File: src/rtl/shreg_pkg.sv
// Shared definitions for the shreg_bank register bank: operation encodings
// and the width of the fill counter.
package shreg_pkg;

  typedef enum logic [1:0] {
    MODE_HOLD   = 2'b00,
    MODE_SHIFT  = 2'b01,
    MODE_LOAD   = 2'b10,
    MODE_ROTATE = 2'b11
  } shreg_mode_e;

  // Bits needed to count 0..depth inclusive.
  function automatic int fill_width(input int depth);
    return $clog2(depth + 1);
  endfunction

endpackage

File: src/rtl/shreg_stage.sv
// One WIDTH-bit stage of the register bank. Async active-high reset to
// RST_VAL, load enable, and (with SHREG_SYNC_CLR_EN) a synchronous clear that
// wins over the enable.
module shreg_stage #(
  parameter int               WIDTH   = 8,
  parameter logic [WIDTH-1:0] RST_VAL = '0
) (
  input  logic             clk,
  input  logic             rst,
  input  logic             en,
`ifdef SHREG_SYNC_CLR_EN
  input  logic             clr,
`endif
  input  logic [WIDTH-1:0] d,
  output logic [WIDTH-1:0] q
);

  // Stage register: reset, then clear, then enabled load.
  always_ff @(posedge clk or posedge rst) begin
    if (rst) begin
      q <= RST_VAL;
    end
`ifdef SHREG_SYNC_CLR_EN
    else if (clr) begin
      q <= RST_VAL;
    end
`endif
    else if (en) begin
      q <= d;
    end
  end

endmodule

File: src/rtl/shreg_bank.sv
// Universal WIDTH x DEPTH register bank: hold, serial shift, parallel load and
// rotate with a per-cycle enable and a saturating fill counter.
// Optional feature macro: SHREG_SYNC_CLR_EN adds the synchronous clr port.
module shreg_bank
  import shreg_pkg::*;
#(
  parameter int               WIDTH   = 8,
  parameter int               DEPTH   = 4,
  parameter logic [WIDTH-1:0] RST_VAL = '0,
  localparam int              FW      = fill_width(DEPTH)
) (
  input  logic                   clk,
  input  logic                   rst,
  input  logic                   en,
  input  logic [1:0]             mode,
  input  logic [WIDTH-1:0]       sin,
  input  logic [DEPTH*WIDTH-1:0] pin,
`ifdef SHREG_SYNC_CLR_EN
  input  logic                   clr,
`endif
  output logic [WIDTH-1:0]       sout,
  output logic [DEPTH*WIDTH-1:0] pout,
  output logic [FW-1:0]          fill,
  output logic                   full
);

  localparam logic [FW-1:0] DEPTH_F = FW'(DEPTH);

  logic [WIDTH-1:0] q         [DEPTH];
  logic [WIDTH-1:0] d         [DEPTH];
  logic [WIDTH-1:0] shift_src [DEPTH];
  logic [WIDTH-1:0] rot_src   [DEPTH];
  logic             stage_en;

  // HOLD leaves the stages untouched, so it simply gates the stage enables.
  assign stage_en = en && (mode != MODE_HOLD);

  genvar i;
  generate
    for (i = 0; i < DEPTH; i++) begin : g_stage
      if (i == 0) begin : g_head
        // With DEPTH=1 the rotate source is the stage itself, i.e. a hold.
        assign shift_src[i] = sin;
        assign rot_src[i]   = q[DEPTH-1];
      end else begin : g_body
        assign shift_src[i] = q[i-1];
        assign rot_src[i]   = q[i-1];
      end

      // Next-value select for this stage.
      always_comb begin
        d[i] = shift_src[i];
        case (mode)
          MODE_LOAD:   d[i] = pin[i*WIDTH +: WIDTH];
          MODE_ROTATE: d[i] = rot_src[i];
          default:     d[i] = shift_src[i];
        endcase
      end

      shreg_stage #(
        .WIDTH  (WIDTH),
        .RST_VAL(RST_VAL)
      ) u_stage (
        .clk(clk),
        .rst(rst),
        .en (stage_en),
`ifdef SHREG_SYNC_CLR_EN
        .clr(clr),
`endif
        .d  (d[i]),
        .q  (q[i])
      );

      assign pout[i*WIDTH +: WIDTH] = q[i];
    end
  endgenerate

  assign sout = q[DEPTH-1];
  assign full = (fill == DEPTH_F);

  // Fill counter: counts shifted-in stages, saturates at DEPTH, jumps to
  // DEPTH on load; rotate and hold leave it alone.
  always_ff @(posedge clk or posedge rst) begin
    if (rst) begin
      fill <= '0;
    end
`ifdef SHREG_SYNC_CLR_EN
    else if (clr) begin
      fill <= '0;
    end
`endif
    else if (en) begin
      case (mode)
        MODE_SHIFT: if (fill != DEPTH_F) fill <= fill + FW'(1);
        MODE_LOAD:  fill <= DEPTH_F;
        default:    fill <= fill;
      endcase
    end
  end

endmodule

File: config.mk
export PLATFORM = sky130hd
export DESIGN_NAME = shreg_bank
export DESIGN_NICKNAME = d
export VERILOG_FILES = /design/src/rtl/shreg_pkg.sv /design/src/rtl/shreg_stage.sv /design/src/rtl/shreg_bank.sv
export SDC_FILE = /design/constraint.sdc
export NUM_CORES = 1
export LEC_CHECK = 0
export ABC_AREA = 1
export ABC_CLOCK_PERIOD_IN_PS = 1200
export CAP_MARGIN = 20
export CORE_UTILIZATION = 42
export DETAILED_ROUTE_END_ITERATION = 10
export HOLD_SLACK_MARGIN = 0.1
export PLACE_DENSITY = 0.87
export SYNTH_ARGS = -nofsm -noshare
export SYNTH_HDL_FRONTEND = slang
export SYNTH_HIERARCHICAL = 1
export SYNTH_SLANG_ARGS = --single-unit
File: constraint.sdc
create_clock -name clk -period 1.2 [get_ports clk]
set_input_delay 0.24 -clock clk [delete_from_list [all_inputs] [get_ports clk]]
set_output_delay 0.24 -clock clk [all_outputs]
set_load 0.05 [all_outputs]
==> results of run 1 <==
## power breakdown
part / internal, W / switching [W] / total, W
sequential: 0.00142 / 0.000389 / 0.00181
clock: 0.000386 / 0.000399 / 0.000785
combinational: 0.00161 / 0.00176 / 0.00337
total: 0.00342 / 0.00255 / 0.00596
## layer usage
metal  GRT usage  wire length, um  vias to the layer above
met5           0                0                        -
met3      0.0670              552                       27
li1            -                -                     1064
met1       0.329             2510                     1076
met4       0.140              272                        0
met2       0.510             3440                      142
## flip-flops by register name, indices dropped and copies added, names as in the netlist
name               cells
g_stage.u_stage/q     32
fill                   3
## final cells by class
type / instances / area (um^2) / share of cell area
Timing Repair Buffer: 105 / 1560 / 0.433
Tap cell: 52 / 65.1 / 0.0181
Clock buffer: 6 / 72.6 / 0.0202
Multi-Input combinational cell: 226 / 938 / 0.261
Sequential cell: 35 / 890 / 0.247
Inverter: 19 / 75.1 / 0.0208
## critical path: stages (launching register included)
cell	delay [ps]
dfrtp_2	380
inv_2	50
ha_4	170
nand2_4	70
clkinvlp_4	90
buf_12	150
## logic make-up (layout without fill, tap and decap cells)
kind of cell / after synthesis / after routing / synth area share
flip-flops: 35 / 35 / 0.443
adder cells (fa/ha/maj): 2 / 2 / 0.0126
AND/OR/NAND/NOR: 224 / 224 / 0.439
buffers and inverters: 36 / 130 / 0.106
## placed cells by master, fill, tap and decap left out, types with 2 or more instances in the layout
master           instances
clkbuf_8                 5
nand2_1                202
inv_2                    8
buf_12                  53
nand3_2                  2
nor2_1                   4
dfrtp_2                 11
dfrtp_1                 24
nand3_1                 12
inv_1                   10
clkdlybuf4s50_1         42
nor2_2                   2
ha_4                     2
buf_4                    8
## timing repair
item | in CTS | in global routing
setup endpoints to repair | 52 | 11
pin swaps | 1 | 3
buffers inserted | 5 | 2
gates resized for setup | 12 | 6
hold endpoints to repair | 0 | 0
## metrics by stage
stage	TNS [ps]	utilization
floorplan	-259	-
global placement	-10700	0.775
detailed placement	-13750	0.775
CTS	-538	0.804
global route	-543	0.810
finish	-456	0.810
## path summary, 6_finish.rpt
check,from,to,slack [ps],depth (start not counted)
max,fill[0],full,-230,5
min,rst,fill[1],290,2
max reg2reg,fill[0],fill[2],50,7
min reg2reg,g_stage[1].u_stage/q[6],g_stage[1].u_stage/q[6],570,2
max in group asynchronous,rst,g_stage[3].u_stage/q[1],580,2
min in group clk,g_stage[1].u_stage/q[6],g_stage[1].u_stage/q[6],570,2
==> impl_metrics.env, run 1 <==
export IMPL_outcome="finished with violations"
export IMPL_violations="design-rule violations, negative setup slack"
export IMPL_grt_max_degree=26
export IMPL_drt_wl_total_um=6770
export IMPL_power_w=0.00596
export IMPL_required_ps=960
export IMPL_setup_viol=3
export IMPL_period_share=1.19
export IMPL_rows=24
export IMPL_antenna_found_initial=0
export IMPL_fin_cells=443
export IMPL_cts_sinks=35
export IMPL_critPathMaxFanout=2
export IMPL_syn_area_mm2=0.00198
export IMPL_min_path_type="in -> async"
export IMPL_portBuffers=88
export IMPL_syn_num_nets=344
export IMPL_cts_buffer_depth=2
export IMPL_layout_setup_ws_ps=-232
export IMPL_ctsRootBufferMaster="clkbuf_8"
export IMPL_overflow=0
export IMPL_synth_avg_cell_area_um2=6.66
export IMPL_coreArea_mm2=0.00444
export IMPL_die_area_mm2=0.00499
export IMPL_ys_flop_type="dfrtp_1"
export IMPL_synth_seq_cells=35
export IMPL_post_place_ws_ps=-431
export IMPL_grt_total_usage=0.288
export IMPL_cts_made_buffers=5
export IMPL_hpwl_um=5040
export IMPL_drv_slew=0
export IMPL_placedCellCount=432
export IMPL_final_cell_area_mm2=0.00360
export IMPL_synthCells=297
export IMPL_drc_errors=12
export IMPL_rsz0062_at_grt="true"
export IMPL_cts_max_level=2
export IMPL_whs_ps=291
export IMPL_final_hold_violation_count=0
export IMPL_pwr_density_cell_mw_per_mm2=1660
export IMPL_synthTopCellsByArea="dfrtp_1 (44%), nand2_1 (39%), buf_4 (4.2%)"
export IMPL_place_area_mm2=0.00344
export IMPL_dr_pass1_iters=9
export IMPL_ctsHoldBuffers=0
export IMPL_yosysWarnings=6
export IMPL_yosysMostFrequentCell="nand2_1"
export IMPL_grt_pass1_wl_um=11000
export IMPL_final_nets=439
export IMPL_wl_per_cell_um=15.3
export IMPL_p_leak_nw=1.85
export IMPL_synth_distinct_cells=12
export IMPL_fillCellCount=257
export IMPL_ant_nets=0
export IMPL_worstSetupStartpointType="flop"
export IMPL_end_kind="output pin"
export IMPL_worst_clock_skew_ps=9.10
export IMPL_fmax_mhz=698
export IMPL_max_cap_viol_count=0
export IMPL_antenna_cells=0
export IMPL_die_w_um=70.6
export IMPL_crit_arrival_ps=1190
export IMPL_grt_pass1_vias=2276
export IMPL_max_vdd_ir_drop_mv=1.08
export IMPL_synth_top_cell_area_share=0.443
export IMPL_clk_pin_slew_ps=60
export IMPL_io_pins=89
export IMPL_start_util=0.445
export IMPL_yosysSeqAreaShare=0.443
export IMPL_synth_edff_count=0
export IMPL_gp_congestion=0.860
export IMPL_max_slew_margin_rel=0.790
export IMPL_synth_commonest_cells="nand2_1 (203), dfrtp_1 (35), nand3_1 (14)"
export IMPL_path_class="reg -> out"
export IMPL_clk_latency_ps=290
export IMPL_die_y_um=70.6
export IMPL_via_count=2309
export IMPL_viasPerCell=5.21
export IMPL_synthArstFlopShare=1.00
export IMPL_yosysTopAreaCell="dfrtp_1"
export IMPL_area_growth_pct=82.0
export IMPL_min_period_ps=1430
export IMPL_cts_tree="built"
export IMPL_drive_above_1_share=0.240
export IMPL_worst_pin_slew_ps=314
export IMPL_drt_first_iter_violations=263
Note: power is estimated with default switching activity, not from simulation.
==> run 2, diff against run 1 <==
==> constraint.sdc (replaced) <==
create_clock -name clk -period 1.2 [get_ports clk]
set_input_delay 0.18 -clock clk [delete_from_list [all_inputs] [get_ports clk]]
set_output_delay 0.18 -clock clk [all_outputs]
set_load 0.05 [all_outputs]
==> run 2 against run 1 <==
The flow still finishes with violations (design-rule violations, negative setup slack). Design area grew 3.9%. Non-clock buffer count grew 3. Core utilization grew 3.1 points. Highest routed layer unchanged.
==> impl_metrics.env, run 2 (same netlist as run 1, synthesis figures left out) <==
export IMPL_fmax_mhz=734
export IMPL_dr_pass1_iters=8
export IMPL_io_pins=89
export IMPL_worst_clock_skew_ps=8.70
export IMPL_cts_tree="built"
export IMPL_grt_total_usage=0.322
export IMPL_drt_wl_total_um=8250
export IMPL_grt_max_degree=26
export IMPL_grt_pass1_wl_um=12400
export IMPL_cts_buffer_depth=2
export IMPL_via_count=2516
export IMPL_path_class="reg -> out"
export IMPL_timing_rr_start="fill[1]"
export IMPL_drv_slew=0
export IMPL_required_ps=1020
export IMPL_antenna_cells=0
export IMPL_ant_nets=0
export IMPL_drive_above_1_share=0.255
export IMPL_layout_setup_ws_ps=-163
export IMPL_clk_pin_slew_ps=70
export IMPL_wl_per_cell_um=18.4
export IMPL_worst_pin_slew_ps=372
export IMPL_grt_pass1_vias=2485
export IMPL_cts_sinks=35
export IMPL_reg_largest_list="g_stage.u_stage/q: 32 flops, fill: 3 flops"
export IMPL_ff2ff_path_depth=8
export IMPL_area_growth_pct=89.1
export IMPL_max_cap_viol_count=0
export IMPL_gp_congestion=0.859
export IMPL_max_vdd_ir_drop_mv=1.79
export IMPL_layout_commonest_cell="nand2_1"
export IMPL_p_leak_nw=1.92
export IMPL_min_period_ps=1360
export IMPL_viasPerCell=5.62
export IMPL_overflow=0
export IMPL_regToRegEndpoint="fill[1]"
export IMPL_seq_area_um2=882
export IMPL_drc_errors=12
export IMPL_rsz0062_at_grt="true"
export IMPL_worstSetupStartpointType="flop"
export IMPL_fin_cells=448
export IMPL_final_cell_area_mm2=0.00374
export IMPL_final_cell_mix="nand2_1 (197), buf_12 (52), clkdlybuf4s50_1 (41), dfrtp_1 (30)"
export IMPL_drt_first_iter_violations=355
export IMPL_die_area_mm2=0.00499
export IMPL_end_kind="output pin"
export IMPL_rows=24
export IMPL_cts_made_buffers=5
export IMPL_antenna_found_initial=0
export IMPL_setup_viol=5
export IMPL_pwr_density_cell_mw_per_mm2=1670
export IMPL_crit_arrival_ps=1180
export IMPL_violations="design-rule violations, negative setup slack"
export IMPL_die_y_um=70.6
export IMPL_max_slew_margin_rel=0.752
export IMPL_fillCellCount=211
export IMPL_cts_max_level=2
export IMPL_place_area_mm2=0.00344
export IMPL_critPathMaxFanout=2
export IMPL_die_w_um=70.6
export IMPL_coreArea_mm2=0.00444
export IMPL_ff2ff_setup_slack_ps=-40
export IMPL_period_share=1.14
export IMPL_hpwl_um=5170
export IMPL_placedCellCount=431
export IMPL_min_path_type="in -> async"
export IMPL_top_register="g_stage.u_stage/q"
export IMPL_final_nets=442
export IMPL_portBuffers=88
export IMPL_multi_input_area_um2=991
export IMPL_largest_reg_flops=32
export IMPL_ctsRootBufferMaster="clkbuf_8"
export IMPL_start_util=0.445
export IMPL_outcome="finished with violations"
export IMPL_final_hold_violation_count=0
export IMPL_clk_latency_ps=280
## run 2: what timing repair did
item / in CTS / in global routing
hold buffers: 0 / 0
buffers inserted: 5 / 3
gates cloned: 2 / 0
pin swaps: 4 / 11
setup endpoints to repair: 36 / 42
resized for setup: 6 / 29
endpoints found under the hold margin: 0 / 0
## run 2: metrics by stage
step / hold WS, ps / worst slack (ps) / setup TNS [ps] / util / total power, W
2_1_floorplan: -66.5 / -54.9 / -199 / - / 0.00332
3_3_place_gp: 533 / -259 / -8570 / 0.773 / 0.00496
3_5_place_dp: 548 / -356 / -11390 / 0.773 / 0.00504
4_1_cts: 269 / -162 / -298 / 0.817 / 0.00600
5_1_grt: 292 / -194 / -442 / 0.841 / 0.00647
6_report: 292 / -163 / -283 / 0.841 / 0.00626
## run 2: worst max path at each step
stage / start / to / slack (ps) / depth (start not counted)
after floorplan: fill[0] / full / -50 / 4
after global placement: mode[0] / g_stage[2].u_stage/q[6] / -260 / 7
after detailed placement: mode[0] / g_stage[2].u_stage/q[3] / -360 / 7
after CTS: fill[0] / full / -160 / 5
after global routing: fill[0] / full / -190 / 5
final: fill[1] / full / -160 / 5
## run 2: metal layers
| metal | vias up | wire length, um | track usage |
|---|---|---|---|
| met5 | - | 0 | 0 |
| met4 | 0 | 361 | 0.147 |
| li1 | 1075 | - | - |
| met2 | 223 | 4230 | 0.580 |
| met3 | 48 | 874 | 0.0783 |
| met1 | 1170 | 2790 | 0.362 |
## run 2: report_power, final
group	total, W	leakage [nW]	switching [W]	internal (W)
combinational	0.00360	1.44	0.00188	0.00171
sequential	0.00184	0.441	0.000431	0.00141
clock	0.000826	0.0422	0.000418	0.000407
total	0.00626	1.92	0.00273	0.00353
## run 2: layout make-up
| cell class | instances | area share |
|---|---|---|
| flip-flops and latches | 35 | 0.236 |
| multi-input cells | 226 | 0.265 |
| repair buffers | 108 | 0.437 |
| clock buffers | 7 | 0.0204 |
| clock inverters | 1 | 0.00134 |
| well taps | 52 | 0.0174 |
| inverters | 19 | 0.0228 |
## run 2: worst max-delay path, stage by stage (launching register included)
cell        delay (ps)
dfrtp_2            420
inv_2               70
ha_4               150
nand2_4             60
clkinvlp_4          80
buf_12             130
